===== config.mk =====
export PLATFORM = sky130hd
export DESIGN_NAME = serdes_frame_core
export DESIGN_NICKNAME = d
export VERILOG_FILES = /design/src/rtl/serdes_frame_core.sv
export SDC_FILE = /design/constraint.sdc
export NUM_CORES = 1
export LEC_CHECK = 0
export ABC_AREA = 1
export BUFFER_PORTS_ARGS = -buffer_cell sky130_fd_sc_hd__buf_2
export CORE_UTILIZATION = 52
export CTS_CLUSTER_SIZE = 12
export DETAILED_ROUTE_END_ITERATION = 12
export GPL_TIMING_DRIVEN = 0
export PLACE_DENSITY = 0.75
export REMOVE_ABC_BUFFERS = 1
export SLEW_MARGIN = 10
export SYNTH_ARGS = -nofsm -noshare
export SYNTH_HDL_FRONTEND = slang
export SYNTH_SLANG_ARGS = --single-unit

===== constraint.sdc =====
create_clock -name clk -period 1.4 [get_ports clk]
set_input_delay 0.28 -clock clk [delete_from_list [all_inputs] [get_ports clk]]
set_output_delay 0.28 -clock clk [all_outputs]
set_load 0.05 [all_outputs]

===== src/rtl/serdes_frame_core.sv =====
// -----------------------------------------------------------------------------
// serdes_frame_core
//
// Framed serialiser / deserialiser. The TX side takes a WIDTH-bit word on a
// valid/ready handshake and sends start(0), WIDTH data bits, an optional
// parity bit and stop(1) on a registered serial line that idles high. The RX
// side hunts for a start bit, samples one bit per clock and delivers the word
// together with parity and framing error flags. With loopback set, RX listens
// to this core's own ser_out instead of ser_in.
//
// Parameters
//   WIDTH      data bits per frame (4..16)
//   PARITY     0 = none, 1 = even, 2 = odd
//   MSB_FIRST  0 = data LSB first, 1 = MSB first (both directions)
//
// Ports
//   clk       clock
//   rst_n     asynchronous active-low reset
//   tx_data   word to transmit, captured on handshake
//   tx_valid  tx_data valid
//   tx_ready  TX can accept a word (IDLE or STOP state)
//   ser_out   serial line out, registered, idle high
//   ser_in    serial line in, asynchronous to clk
//   loopback  1 = RX takes ser_out internally, ser_in ignored
//   rx_data   last received word, held until the next frame completes
//   rx_valid  one-cycle pulse, frame complete
//   rx_perr   parity mismatch, qualified by rx_valid
//   rx_ferr   stop bit sampled 0, qualified by rx_valid
// -----------------------------------------------------------------------------
module serdes_frame_core #(
    parameter int WIDTH     = 8,
    parameter int PARITY    = 1,
    parameter int MSB_FIRST = 0
) (
    input  logic             clk,
    input  logic             rst_n,
    input  logic [WIDTH-1:0] tx_data,
    input  logic             tx_valid,
    output logic             tx_ready,
    output logic             ser_out,
    input  logic             ser_in,
    input  logic             loopback,
    output logic [WIDTH-1:0] rx_data,
    output logic             rx_valid,
    output logic             rx_perr,
    output logic             rx_ferr
);

    localparam bit HAS_PAR = (PARITY != 0);
    localparam bit ODD_PAR = (PARITY == 2);
    localparam bit MSB_1ST = (MSB_FIRST != 0);
    localparam int CW      = $clog2(WIDTH);
    localparam logic [CW-1:0] LAST_BIT = CW'(WIDTH - 1);

    typedef enum logic [2:0] {
        TX_IDLE,
        TX_START,
        TX_DATA,
        TX_PAR,
        TX_STOP
    } tx_state_t;

    typedef enum logic [1:0] {
        RX_IDLE,
        RX_DATA,
        RX_PAR,
        RX_STOP
    } rx_state_t;

    // -------------------------------------------------------------------------
    // TX
    // -------------------------------------------------------------------------
    tx_state_t        r_tx_state;
    logic [WIDTH-1:0] r_tx_sh;
    logic             r_tx_par;
    logic [CW-1:0]    r_tx_cnt;
    logic             r_ser_out;

    logic             w_tx_hs;
    logic             w_tx_bit;
    logic [WIDTH-1:0] w_tx_sh_shift;

    // A new word can be taken while the stop bit is on the line, which is
    // what gives back-to-back frames without an idle gap.
    assign tx_ready = (r_tx_state == TX_IDLE) || (r_tx_state == TX_STOP);
    assign w_tx_hs  = tx_valid && tx_ready;
    assign ser_out  = r_ser_out;

    // The next data bit always comes from the same end of the shift register;
    // the register moves towards that end after each bit.
    always_comb begin
        // NOTE: every output of a combinational block gets a value on every
        // path; the defaults here keep synthesis from inferring latches.
        w_tx_bit      = r_tx_sh[0];
        w_tx_sh_shift = {1'b0, r_tx_sh[WIDTH-1:1]};
        if (MSB_1ST) begin
            w_tx_bit      = r_tx_sh[WIDTH-1];
            w_tx_sh_shift = {r_tx_sh[WIDTH-2:0], 1'b0};
        end
    end

    // NOTE: state registers use non-blocking assignments so that every
    // register samples pre-edge values, independent of statement order.
    always_ff @(posedge clk or negedge rst_n) begin
        if (!rst_n) begin
            r_tx_state <= TX_IDLE;
            r_tx_sh    <= '0;
            r_tx_par   <= 1'b0;
            r_tx_cnt   <= '0;
            r_ser_out  <= 1'b1;
        end else if (w_tx_hs) begin
            // Only reachable from IDLE or STOP. Parity is computed from the
            // captured word, so later tx_data changes cannot affect the frame.
            r_tx_sh    <= tx_data;
            r_tx_par   <= (^tx_data) ^ ODD_PAR;
            r_ser_out  <= 1'b0;
            r_tx_state <= TX_START;
        end else begin
            case (r_tx_state)
                TX_IDLE: begin
                    r_ser_out <= 1'b1;
                end
                TX_START: begin
                    r_ser_out  <= w_tx_bit;
                    r_tx_sh    <= w_tx_sh_shift;
                    r_tx_cnt   <= '0;
                    r_tx_state <= TX_DATA;
                end
                TX_DATA: begin
                    // r_tx_cnt indexes the bit currently on the line.
                    if (r_tx_cnt == LAST_BIT) begin
                        r_ser_out  <= HAS_PAR ? r_tx_par : 1'b1;
                        r_tx_state <= HAS_PAR ? TX_PAR : TX_STOP;
                    end else begin
                        r_ser_out <= w_tx_bit;
                        r_tx_sh   <= w_tx_sh_shift;
                        r_tx_cnt  <= r_tx_cnt + 1'b1;
                    end
                end
                TX_PAR: begin
                    r_ser_out  <= 1'b1;
                    r_tx_state <= TX_STOP;
                end
                TX_STOP: begin
                    r_ser_out  <= 1'b1;
                    r_tx_state <= TX_IDLE;
                end
                default: begin
                    r_ser_out  <= 1'b1;
                    r_tx_state <= TX_IDLE;
                end
            endcase
        end
    end

    // -------------------------------------------------------------------------
    // RX
    // -------------------------------------------------------------------------
    logic [1:0]       r_sync;
    rx_state_t        r_rx_state;
    logic [WIDTH-1:0] r_rx_sh;
    logic [CW-1:0]    r_rx_cnt;
    logic             r_rx_par;
    logic [WIDTH-1:0] r_rx_data;
    logic             r_rx_valid;
    logic             r_rx_perr;
    logic             r_rx_ferr;

    logic             w_rx_bit;
    logic [WIDTH-1:0] w_rx_sh_next;

    // Two-flop synchroniser for the asynchronous line; it resets to the idle
    // level so RX does not see a phantom start bit after reset.
    always_ff @(posedge clk or negedge rst_n) begin
        if (!rst_n) begin
            r_sync <= 2'b11;
        end else begin
            r_sync <= {r_sync[0], ser_in};
        end
    end

    // ser_out is already in this clock domain, so loopback skips the
    // synchroniser.
    assign w_rx_bit = loopback ? r_ser_out : r_sync[1];

    // Incoming bits enter at the far end so the first bit ends up in the
    // position it was sent from.
    always_comb begin
        w_rx_sh_next = {w_rx_bit, r_rx_sh[WIDTH-1:1]};
        if (MSB_1ST) begin
            w_rx_sh_next = {r_rx_sh[WIDTH-2:0], w_rx_bit};
        end
    end

    always_ff @(posedge clk or negedge rst_n) begin
        if (!rst_n) begin
            r_rx_state <= RX_IDLE;
            r_rx_sh    <= '0;
            r_rx_cnt   <= '0;
            r_rx_par   <= 1'b0;
            r_rx_data  <= '0;
            r_rx_valid <= 1'b0;
            r_rx_perr  <= 1'b0;
            r_rx_ferr  <= 1'b0;
        end else begin
            r_rx_valid <= 1'b0;
            case (r_rx_state)
                RX_IDLE: begin
                    // The start bit is consumed in the cycle it is seen.
                    if (!w_rx_bit) begin
                        r_rx_cnt   <= '0;
                        r_rx_state <= RX_DATA;
                    end
                end
                RX_DATA: begin
                    r_rx_sh <= w_rx_sh_next;
                    if (r_rx_cnt == LAST_BIT) begin
                        r_rx_state <= HAS_PAR ? RX_PAR : RX_STOP;
                    end else begin
                        r_rx_cnt <= r_rx_cnt + 1'b1;
                    end
                end
                RX_PAR: begin
                    r_rx_par   <= w_rx_bit;
                    r_rx_state <= RX_STOP;
                end
                RX_STOP: begin
                    // Errors are reported, never waited on: the frame is
                    // delivered and the FSM returns to hunting regardless.
                    r_rx_data  <= r_rx_sh;
                    r_rx_perr  <= HAS_PAR && ((^r_rx_sh) ^ r_rx_par ^ ODD_PAR);
                    r_rx_ferr  <= ~w_rx_bit;
                    r_rx_valid <= 1'b1;
                    r_rx_state <= RX_IDLE;
                end
                default: begin
                    r_rx_state <= RX_IDLE;
                end
            endcase
        end
    end

    assign rx_data  = r_rx_data;
    assign rx_valid = r_rx_valid;
    assign rx_perr  = r_rx_perr;
    assign rx_ferr  = r_rx_ferr;

endmodule


==> impl_metrics.toml <==
[timing]
rsz0062_at_grt = "yes"
period_minus_slack_ns = 1.376
finalHoldViolCount = 0
setup_tns_ns = 0
worst-slew-pin-transition_ns = 0.9442
relSlewSlack_pct = 37.06
fin_crit_sh_pct = 98.26
setup_viol = 0
skew_ns = 0.006548
timing.fmax_mhz = 726.9
slew_violations = 0

[worst_setup_path]
worst_path_max_delay_cell = "dfstp_2"
critPathMaxStageDelay_ns = 0.54
critPathRequiredTime_ns = 1.12
crit_buf_inv = 1
arrival_ns = 1.10
cp-start-kind = "register"
crit_path_end_kind = "output port"
path_cells = "buf_2"
critPathKind = "reg -> out"
critPathTopFamily = "flip-flops"
crit_fanout = 2

[route]
postRouteAntennaNets = 0
wl_per_cell_um = 11.72
drc = 0
drt_iter0_markers = 108
avgViaCountPerCell = 5.095
wl_um = 3845
dr.pass1.iters = 5
vias = 1671

[clock_network]
numCtsBuffers = 5
clock_latency_ns = 0.30
cts.path.max_buffers = 2
cts.sinks = 43
htree_levels = 2
root_buffer = "clkbuf_8"
cts.reportedPaths.clkPinSlew_ns = 0.08
cts_tree = "built"

[placed_design]
port_buffers = 25
placed_area_um2 = 2291
gp_congestion = 0.7536
hpwl_um = 2524
dp_cells = 309

[cells_and_area]
area_growth_pct = 20.89
final_nets = 301
fin_util_pct = 68.25
diodes = 0
final_cells = 328
stdcell_area_um2 = 2592
drive_gt1_share_pct = 32.14

[floorplanning]
dieArea_um2 = 4385
die_x_um = 66.22
pin_count = 26
die_y_um = 66.22
start_util_pct = 56.46
core-area_um2 = 3799
rows = 22

[synthesis]
syn_area_um2 = 2145
yosysTopAreaCellShare_pct = 46.67
avgSynthCellArea_um2 = 8.936
synth_cells = 240
synthDistinctLibCells = 27
yosys_warnings = 0
synth-seq-cells = 43
synthTopCellsByArea = "dfrtp_1 (47%), nand2_1 (15%), ha_1 (5.3%)"
ys_seq_area_share_pct = 50.35
yosysTopAreaCell = "dfrtp_1"

[grt]
grt_max_degree = 44
overflow = 0
grt_pass1_vias = 1494
grt_pass1_wl_um = 6437
grt_usage_pct = 20.18
antenna_found_initial = 0

[power_and_ir_drop]
peakVddDrop_mv = 1.106
power_density_nw_per_um2 = 2498
power_leakage_uw = 0.001300

[outcome]
status = "finished, final reports clean"

[run]
max_cap_viol_count = 0

[worst_hold_path]
hold_path.class = "in -> reg"
worst paths after layout:
kind                                         startpoint                         to  slack (ns)  cells after the start
max in group asynchronous                         rst_n  r_rx_state[0]$_DFFE_PN0P_        0.64                      1
worst min-delay path                             ser_in        r_sync[0]$_DFF_PN1_        0.07                      1
min in group asynchronous                         rst_n  r_tx_state[1]$_DFFE_PN0P_        0.12                      1
worst max register to register  r_rx_cnt[0]$_DFFE_PN0P_    r_rx_cnt[0]$_DFFE_PN0P_        0.04                      8
worst min register to register      r_sync[0]$_DFF_PN1_        r_sync[1]$_DFF_PN1_        0.36                      0
worst max-delay path                  ser_out$_DFF_PN1_                    ser_out        0.02                      1
synthesized netlist by cell type:
library cell / number
o31ai_1: 2
clkinv_2: 1
o211ai_1: 1
inv_2: 1
o21ai_0: 22
xor2_1: 3
nand2_1: 85
nor2_2: 1
a31oi_2: 7
nor2_1: 11
nor3_1: 2
dfrtp_1: 40
nand2_2: 2
nand2_4: 4
ha_1: 9
buf_12: 1
a21oi_1: 1
buf_6: 1
clkbuf_1: 2
nand3_1: 8
o21ai_1: 1
inv_1: 21
mux2i_1: 1
clkinv_1: 2
nor2_4: 3
dfstp_2: 3
xnor2_1: 5
through the flow:
stage	hold slack (ns)	setup WS (ns)	total power, uW
after global placement	0.3483	-0.4622	4867
after CTS	0.05904	0.0003749	6176
after detailed placement	0.3501	-0.4661	4984
after global routing	0.05571	-0.06008	6995
after floorplan	-0.01559	-0.5816	4366
final	0.06632	0.02430	6477
flip-flops by register name, indices dropped and copies added (netlist names):
| name | flops |
|---|---|
| rx_perr | 1 |
| ser_out | 1 |
| r_rx_par | 1 |
| rx_ferr | 1 |
| r_tx_sh | 8 |
| rx_valid | 1 |
| r_tx_state | 3 |
| r_tx_par | 1 |
| r_rx_sh | 8 |
| rx_data | 8 |
| r_sync | 2 |
| r_rx_state | 2 |
| r_tx_cnt | 3 |
| r_rx_cnt | 3 |
report_power, final:
| part | total, uW | switching [uW] | internal, uW |
|---|---|---|---|
| clock network | 1010 | 432 | 577 |
| registers | 2140 | 363 | 1770 |
| logic | 3330 | 2190 | 1140 |
kinds of logic (layout without fill, tap and decap cells):
kind of cell / after synthesis / in the layout / synth area share [%]
simple gates: 116 / 117 / 23.69
fa+ha+maj: 9 / 9 / 5.251
xor+xnor: 8 / 8 / 3.267
buf+inv: 29 / 68 / 6.243
compound gates: 34 / 34 / 10.73
mux: 1 / 1 / 0.4668
flops: 43 / 43 / 50.35
layout by cell type, fill, tap and decap left out, types with 2 or more instances in the layout:
cell type	synthesis	routed
nand2_1	85	85
nor2_1	11	4
clkbuf_8	0	6
nor3_1	2	2
ha_2	0	3
inv_1	21	14
clkinv_2	1	3
xnor2_1	5	5
nand2_8	0	2
nand3_1	8	7
a31oi_2	7	7
ha_4	0	2
dfstp_2	3	3
o31ai_1	2	2
buf_2	0	24
inv_2	1	8
o21ai_0	22	21
nand2_4	4	4
ha_1	9	4
dfrtp_1	40	39
nor2_4	3	4
xor2_1	3	3
buf_4	0	10
nor2_2	1	7
timing repair:
action                     CTS  global route
pin swaps                    1             4
setup endpoints to repair   15            14
buffers inserted             3             7
resized for setup            9            25
hold buffers                 0             0
gates cloned                 1             0
cell type report:
cell class | count | area, um^2
clock buffer | 6 | 82.58
sequential | 43 | 1081
timing repair buffer | 35 | 206.4
fill | 288 | 1206
tap | 48 | 60.06
inverter | 25 | 98.84
multi-input combinational | 169 | 1028
clock inverter | 2 | 35.03
metal layers:
layer	global-route usage, %	routed length (um)	vias to the layer above
met2	31.76	1738	49
met4	12.23	94	0
met5	0	0	-
met3	3.966	168	8
met1	25.53	1843	771
li1	-	-	843
(Power assumes the default switching activity.)
